$ cat src/rtl/rv32i_spi_display_master.sv
// -----------------------------------------------------------------------------
// rv32i_spi_display_master
//
// SPI master for the display peripheral. It sits behind the MMU's display
// registers. The MMU offers one 8- or 16-bit word per transaction over a
// valid/ready handshake. The word is shifted out MSB first in SPI mode 0
// (CPOL=0, CPHA=0). MISO is captured into a receive word, which is returned
// with a one-cycle valid pulse.
//
// Transfer sequence:
//   SETUP (CLK_DIV cycles)
//   SHIFT (2*N*CLK_DIV cycles)
//   HOLD  (CLK_DIV cycles, chip deselected)
//   DONE  (1 cycle)
//
// Parameters:
//   CLK_DIV        spi_clk half-period in clk cycles (>= 1)
//
// Ports:
//   clk            system clock (sysclk domain)
//   rst_n          asynchronous active-low reset
//   i_valid        MMU offers a transaction
//   o_ready        idle and able to accept
//   i_tx_data      word to send ([7:0] only in 8-bit mode)
//   i_wide         1 = 16-bit transfer, 0 = 8-bit transfer
//   i_dc           data/command flag for this transfer
//   o_rx_data      captured MISO word (upper byte zero in 8-bit mode)
//   o_rx_valid     one-cycle pulse when o_rx_data is updated
//   spi_clk        SPI clock
//   spi_mosi       serial data out, MSB first
//   spi_miso       serial data in
//   display_csb    chip select, active low
//   data_commandb  1 = data, 0 = command
//
// Build option:
//   SPI_LOOPBACK_EN  When defined, the receive sampler takes the internal MOSI
//                    register instead of the spi_miso pin.
// -----------------------------------------------------------------------------
module rv32i_spi_display_master #(
  parameter int CLK_DIV = 4
) (
  input  logic        clk,
  input  logic        rst_n,
  input  logic        i_valid,
  output logic        o_ready,
  input  logic [15:0] i_tx_data,
  input  logic        i_wide,
  input  logic        i_dc,
  output logic [15:0] o_rx_data,
  output logic        o_rx_valid,
  output logic        spi_clk,
  output logic        spi_mosi,
  input  logic        spi_miso,
  output logic        display_csb,
  output logic        data_commandb
);

  localparam int              CNT_W    = (CLK_DIV > 1) ? $clog2(CLK_DIV) : 1;
  localparam logic [CNT_W-1:0] CNT_LOAD = CNT_W'(CLK_DIV - 1);
  localparam logic [CNT_W-1:0] CNT_ONE  = CNT_W'(1);
  localparam logic [CNT_W-1:0] CNT_ZERO = CNT_W'(0);

  typedef enum logic [2:0] {
    ST_IDLE  = 3'd0,
    ST_SETUP = 3'd1,
    ST_SHIFT = 3'd2,
    ST_HOLD  = 3'd3,
    ST_DONE  = 3'd4
  } state_t;

  state_t           state_r,    state_s;
  logic [CNT_W-1:0] cnt_r,      cnt_s;
  logic [3:0]       bit_r,      bit_s;
  logic [15:0]      tx_sh_r,    tx_sh_s;
  logic [15:0]      rx_sh_r,    rx_sh_s;
  logic             wide_r,     wide_s;
  logic             ready_r,    ready_s;
  logic             rx_valid_r, rx_valid_s;
  logic [15:0]      rx_data_r,  rx_data_s;
  logic             sclk_r,     sclk_s;
  logic             mosi_r,     mosi_s;
  logic             csb_r,      csb_s;
  logic             dc_r,       dc_s;
  logic             accept_s;
  logic             sample_bit_s;

`ifdef SPI_LOOPBACK_EN
  // The internal MOSI register holds the current bit at the rising spi_clk
  // edge, so the receive word reproduces the transmitted word.
  logic unused_miso_s;
  assign unused_miso_s = spi_miso;
  assign sample_bit_s  = mosi_r;
`else
  assign sample_bit_s  = spi_miso;
`endif

  // Next-state and next-output logic for the transfer sequencer.
  always_comb begin
    state_s    = state_r;
    cnt_s      = cnt_r;
    bit_s      = bit_r;
    tx_sh_s    = tx_sh_r;
    rx_sh_s    = rx_sh_r;
    wide_s     = wide_r;
    ready_s    = ready_r;
    rx_valid_s = 1'b0;
    rx_data_s  = rx_data_r;
    sclk_s     = sclk_r;
    mosi_s     = mosi_r;
    csb_s      = csb_r;
    dc_s       = dc_r;
    accept_s   = i_valid & ready_r;

    case (state_r)
      // DONE accepts like IDLE so that transfers can run back to back.
      ST_IDLE, ST_DONE: begin
        if (accept_s) begin
          state_s = ST_SETUP;
          cnt_s   = CNT_LOAD;
          ready_s = 1'b0;
          csb_s   = 1'b0;
          sclk_s  = 1'b0;
          dc_s    = i_dc;
          wide_s  = i_wide;
          rx_sh_s = 16'h0000;
          // The transmit word is MSB-aligned so bit 15 is always next out.
          if (i_wide) begin
            tx_sh_s = i_tx_data;
            mosi_s  = i_tx_data[15];
            bit_s   = 4'd15;
          end else begin
            tx_sh_s = {i_tx_data[7:0], 8'h00};
            mosi_s  = i_tx_data[7];
            bit_s   = 4'd7;
          end
        end else begin
          state_s = ST_IDLE;
          ready_s = 1'b1;
        end
      end

      ST_SETUP: begin
        if (cnt_r == CNT_ZERO) begin
          state_s = ST_SHIFT;
          cnt_s   = CNT_LOAD;
        end else begin
          cnt_s   = cnt_r - CNT_ONE;
        end
      end

      ST_SHIFT: begin
        if (cnt_r != CNT_ZERO) begin
          cnt_s = cnt_r - CNT_ONE;
        end else begin
          cnt_s = CNT_LOAD;
          if (!sclk_r) begin
            // Rising spi_clk: capture MISO into the LSB.
            sclk_s  = 1'b1;
            rx_sh_s = {rx_sh_r[14:0], sample_bit_s};
          end else begin
            // Falling spi_clk: present the next bit, or finish.
            sclk_s = 1'b0;
            if (bit_r == 4'd0) begin
              state_s = ST_HOLD;
              mosi_s  = 1'b0;
              csb_s   = 1'b1;
            end else begin
              bit_s   = bit_r - 4'd1;
              tx_sh_s = {tx_sh_r[14:0], 1'b0};
              mosi_s  = tx_sh_r[14];
            end
          end
        end
      end

      ST_HOLD: begin
        if (cnt_r == CNT_ZERO) begin
          state_s    = ST_DONE;
          rx_valid_s = 1'b1;
          ready_s    = 1'b1;
          rx_data_s  = wide_r ? rx_sh_r : {8'h00, rx_sh_r[7:0]};
        end else begin
          cnt_s      = cnt_r - CNT_ONE;
        end
      end

      default: begin
        state_s = ST_IDLE;
        ready_s = 1'b1;
        csb_s   = 1'b1;
        sclk_s  = 1'b0;
        mosi_s  = 1'b0;
      end
    endcase
  end

  // State and output registers; reset aborts any transfer in progress.
  always_ff @(posedge clk or negedge rst_n) begin
    if (!rst_n) begin
      state_r    <= ST_IDLE;
      cnt_r      <= CNT_ZERO;
      bit_r      <= 4'd0;
      tx_sh_r    <= 16'h0000;
      rx_sh_r    <= 16'h0000;
      wide_r     <= 1'b0;
      ready_r    <= 1'b1;
      rx_valid_r <= 1'b0;
      rx_data_r  <= 16'h0000;
      sclk_r     <= 1'b0;
      mosi_r     <= 1'b0;
      csb_r      <= 1'b1;
      dc_r       <= 1'b1;
    end else begin
      state_r    <= state_s;
      cnt_r      <= cnt_s;
      bit_r      <= bit_s;
      tx_sh_r    <= tx_sh_s;
      rx_sh_r    <= rx_sh_s;
      wide_r     <= wide_s;
      ready_r    <= ready_s;
      rx_valid_r <= rx_valid_s;
      rx_data_r  <= rx_data_s;
      sclk_r     <= sclk_s;
      mosi_r     <= mosi_s;
      csb_r      <= csb_s;
      dc_r       <= dc_s;
    end
  end

  assign o_ready       = ready_r;
  assign o_rx_valid    = rx_valid_r;
  assign o_rx_data     = rx_data_r;
  assign spi_clk       = sclk_r;
  assign spi_mosi      = mosi_r;
  assign display_csb   = csb_r;
  assign data_commandb = dc_r;

endmodule

$ cat config.mk
export PLATFORM = sky130hd
export DESIGN_NAME = rv32i_spi_display_master
export DESIGN_NICKNAME = d
export VERILOG_FILES = /design/src/rtl/rv32i_spi_display_master.sv
export SDC_FILE = /design/constraint.sdc
export NUM_CORES = 1
export LEC_CHECK = 0
export ABC_CLOCK_PERIOD_IN_PS = 2250
export BUFFER_PORTS_ARGS = -buffer_cell sky130_fd_sc_hd__buf_4
export CORE_ASPECT_RATIO = 1.75
export CORE_MARGIN = 4
export CORE_UTILIZATION = 56
export CTS_BUF_LIST = sky130_fd_sc_hd__clkbuf_8 sky130_fd_sc_hd__clkbuf_16
export CTS_CLUSTER_DIAMETER = 150
export DETAILED_ROUTE_END_ITERATION = 10
export GPL_TIMING_DRIVEN = 0
export PLACE_DENSITY = 0.91
export REMOVE_ABC_BUFFERS = 1
export SKIP_CTS_REPAIR_TIMING = 1
export SLEW_MARGIN = 20
export SYNTH_ARGS = -nofsm -noshare
export SYNTH_HDL_FRONTEND = slang
export SYNTH_SLANG_ARGS = --single-unit
$ cat constraint.sdc
create_clock -name clk -period 2.25 [get_ports clk]
set_input_delay 0.1125 -clock clk [delete_from_list [all_inputs] [get_ports clk]]
set_output_delay 0.1125 -clock clk [all_outputs]
set_load 0.02 [all_outputs]
==> impl_metrics.py <==
metrics = {
    "timing": {
        "relSlewSlack_pct": 48.6,
        "rsz0062_at_grt": "false",
        "fin_crit_sh_pct": 93.3,
        "tightest_slew_ps": 771,
        "fmax_mhz": 476,
        "min_period_ps": 2100,
        "layout_setup_ws_ps": 151,
        "finalHoldViolations": 0,
        "clock_skew_ps": 6.61,
        "setup_violations": 0,
        "drv_slew": 0,
    },
    "synth": {
        "synth-simple-area-share_pct": 12.8,
        "async_reset_ff_share_pct": 100,
        "syn_area_per_cell_um2": 11.1,
        "synth_top_area_share_pct": 52.2,
        "synthFlopType": "dfrtp_1",
        "synth_compound_area_share_pct": 21.4,
        "yosysWarnings": 0,
        "synth_fa_ha_area_share_pct": 0.870,
        "yosys.area_share.xor_xnor_pct": 0.304,
        "yosysTopAreaCell": "dfrtp_1",
        "ys_seq_elements": 63,
        "synthTopCellsByArea": "dfrtp_1 52%, nand2_1 6.1%, a22o_1 4.9%, mux2_2 3.9%, dfstp_2 2.7%",
        "post-synth-top-count-cell": "dfrtp_1",
        "syn_area_um2": 2880,
        "seq_area_frac_synth_pct": 54.9,
        "postSynthCellCount": 260,
        "synthTopCellsByCount": "60 x dfrtp_1, 47 x nand2_1, 16 x a22o_1, 10 x mux2_2",
        "yosysUniqueCellTypes": 50,
        "synth.area.mux_share_pct": 4.61,
        "synth-edff-count": 0,
        "synth_top_family_by_area": "compound AO/OA/AOI/OAI gates",
    },
    "clock_tree": {
        "clock_latency_ps": 350,
        "clk_path_buf_depth": 2,
        "cts_made_buffers": 9,
        "htreeDepth": 3,
        "cts_sinks": 63,
        "clock-root-buffer": "clkbuf_8",
        "cts_tree": "done",
        "clk_pin_slew_ps": 70,
    },
    "placement": {
        "pre_cts_ws_ps": -398,
        "place_congestion": 0.871,
        "port_buffers": 43,
        "hpwl_um": 4300,
        "dp_cells": 338,
    },
    "setup_path": {
        "cp-startpoint": "bit_r[0]$_DFFE_PN0P_",
        "cp-start-kind": "register",
        "cp_max_fo": 9,
        "crit_path_end_kind": "register",
        "worstPathRequired_ps": 2470,
        "worstSetupPathType": "register to register",
        "r2r-start": "bit_r[0]$_DFFE_PN0P_",
        "cp.arrival_ps": 2320,
    },
    "drt": {
        "viasPerCell": 6.11,
        "firstDrtPassIters": 6,
        "met2_length_um": 3630,
        "top_layer": "met4",
        "wl_met1_um": 2570,
        "ant_nets": 0,
        "drc": 0,
        "dr_wl_met3_um": 260,
        "wire_per_inst_um": 18.5,
        "drt_iter0_drc": 149,
        "vias": 2207,
        "drt_wl_total_um": 6680,
    },
    "run": {
        "cap_violations": 0,
    },
    "grt": {
        "grt_remaining_overflow": 0,
        "antenna_found_initial": 0,
        "grt_pass1_vias": 2234,
        "grt.total_usage_pct": 21.7,
        "grt_pass1_wl_um": 10700,
        "grt_max_degree": 64,
    },
    "cells_and_area": {
        "seq_area_um2": 1580,
        "multiInputGateArea_um2": 1150,
        "nFillCells": 361,
        "nNetsFinal": 326,
        "stdcell_count": 361,
        "final_util_pct": 68.9,
        "drive_gt1_share_pct": 28.3,
        "area_growth_pct": 19.1,
        "antenna_cells": 0,
    },
    "power_and_ir_drop": {
        "seq_power_share_pct": 50.9,
        "swShare_pct": 22.1,
        "clock_power_share_pct": 45.5,
        "p_int_mw": 1.75,
        "powerDensity_nw_per_um2": 655,
        "power_frac_comb_pct": 3.6,
        "p_leak_nw": 1.62,
        "ir_drop_mv": 0.728,
        "p_switching_mw": 0.497,
    },
    "die": {
        "initial_core_util_pct": 57.8,
        "rows": 34,
        "die_w_um": 62.2,
        "fp.dieArea_um2": 6400,
        "coreArea_um2": 4980,
        "io_pins": 44,
        "die_h_um": 103,
    },
    "status": {
        "outcome": "finished clean",
    },
    "hold_path": {
        "holdCritPathClass": "input port to register",
        "hold_path.startpoint": "i_tx_data[0]",
    },
}
==> worst max-delay path, cell delays in order, from the launching register on <==
cell and delay, ps:
dfrtp_1 410, inv_1 100, ha_1 210, or3b_1 520, and3_1 360, a22oi_1 250
o2bb2ai_1 120
==> layer usage <==
layer | up-vias | GRT usage, %
met1 | 1100 | 24.1
met2 | 58 | 37.1
met5 | - | 0
li1 | 1027 | -
met3 | 22 | 6.87
met4 | 0 | 11.2
==> power groups by stage <==
stage | Combinational, mW | Clock (mW) | Sequential [mW]
detailed placement | 0.0772 | 0 | 1.16
floorplan | 0.0185 | 0 | 1.16
global route | 0.0884 | 1.08 | 1.14
finish | 0.0806 | 1.02 | 1.14
CTS | 0.0773 | 1.04 | 1.14
global placement | 0.0760 | 0 | 1.16
==> path summary, 6_finish.rpt <==
kind | slack, ps | endpoint | cells after the start
worst min register to register | 470 | o_rx_data[1]$_DFFE_PN0P_ | 2
worst min-delay path | 20 | tx_sh_r[0]$_DFFE_PN0P_ | 2
min in group asynchronous | 380 | o_rx_data[14]$_DFFE_PN0P_ | 2
worst max register to register | 150 | tx_sh_r[3]$_DFFE_PN0P_ | 6
worst max-delay path | 150 | tx_sh_r[3]$_DFFE_PN0P_ | 6
max in group asynchronous | 1370 | bit_r[3]$_DFFE_PN0P_ | 2
==> stage by stage <==
step	hold slack (ps)	setup TNS (ps)	total power, mW	area [um^2]
floorplan	-183	0	1.18	2760
global placement	232	-4210	1.24	3150
detailed placement	237	-5260	1.24	3150
CTS	-136	-5950	2.26	3360
global route	16.0	0	2.31	3430
finish	16.8	0	2.25	3430
==> cells by family (layout without fill, tap and decap cells) <==
family	after synthesis	after routing
buffers and inverters	27	74
DFF	63	63
xor gates and xnor gates	1	1
muxes	12	12
and+or+nand+nor	74	74
AOI/OAI and AO/OA	81	81
adders and majority gates	2	2
==> flip-flops by register name (all words and copies together) (netlist names) <==
name and flops:
data_commandb 1, rx_sh_r 16, o_rx_valid 1, display_csb 1
spi_mosi 1, o_ready 1, wide_r 1, o_rx_data 16
state_r 3, bit_r 4, spi_clk 1, tx_sh_r 15
cnt_r 2
==> cell usage in the layout, fill, tap and decap left out, types with 8 or more instances in the layout <==
master     n
dfrtp_1   60
nand2_1   47
o21ai_0    8
a22o_1    16
mux2_2    10
buf_4     46
nor2_1     8
clkbuf_8  11
==> final cells by class <==
| type | count | area share, % |
|---|---|---|
| multi-input cells | 170 | 33.7 |
| well taps | 54 | 1.97 |
| repair buffers | 50 | 11.3 |
| clock inverters | 5 | 1.64 |
| flip-flops and latches | 63 | 46.1 |
| inverters | 8 | 0.876 |
| clock buffers | 11 | 4.42 |
(Power assumes the default switching activity.)
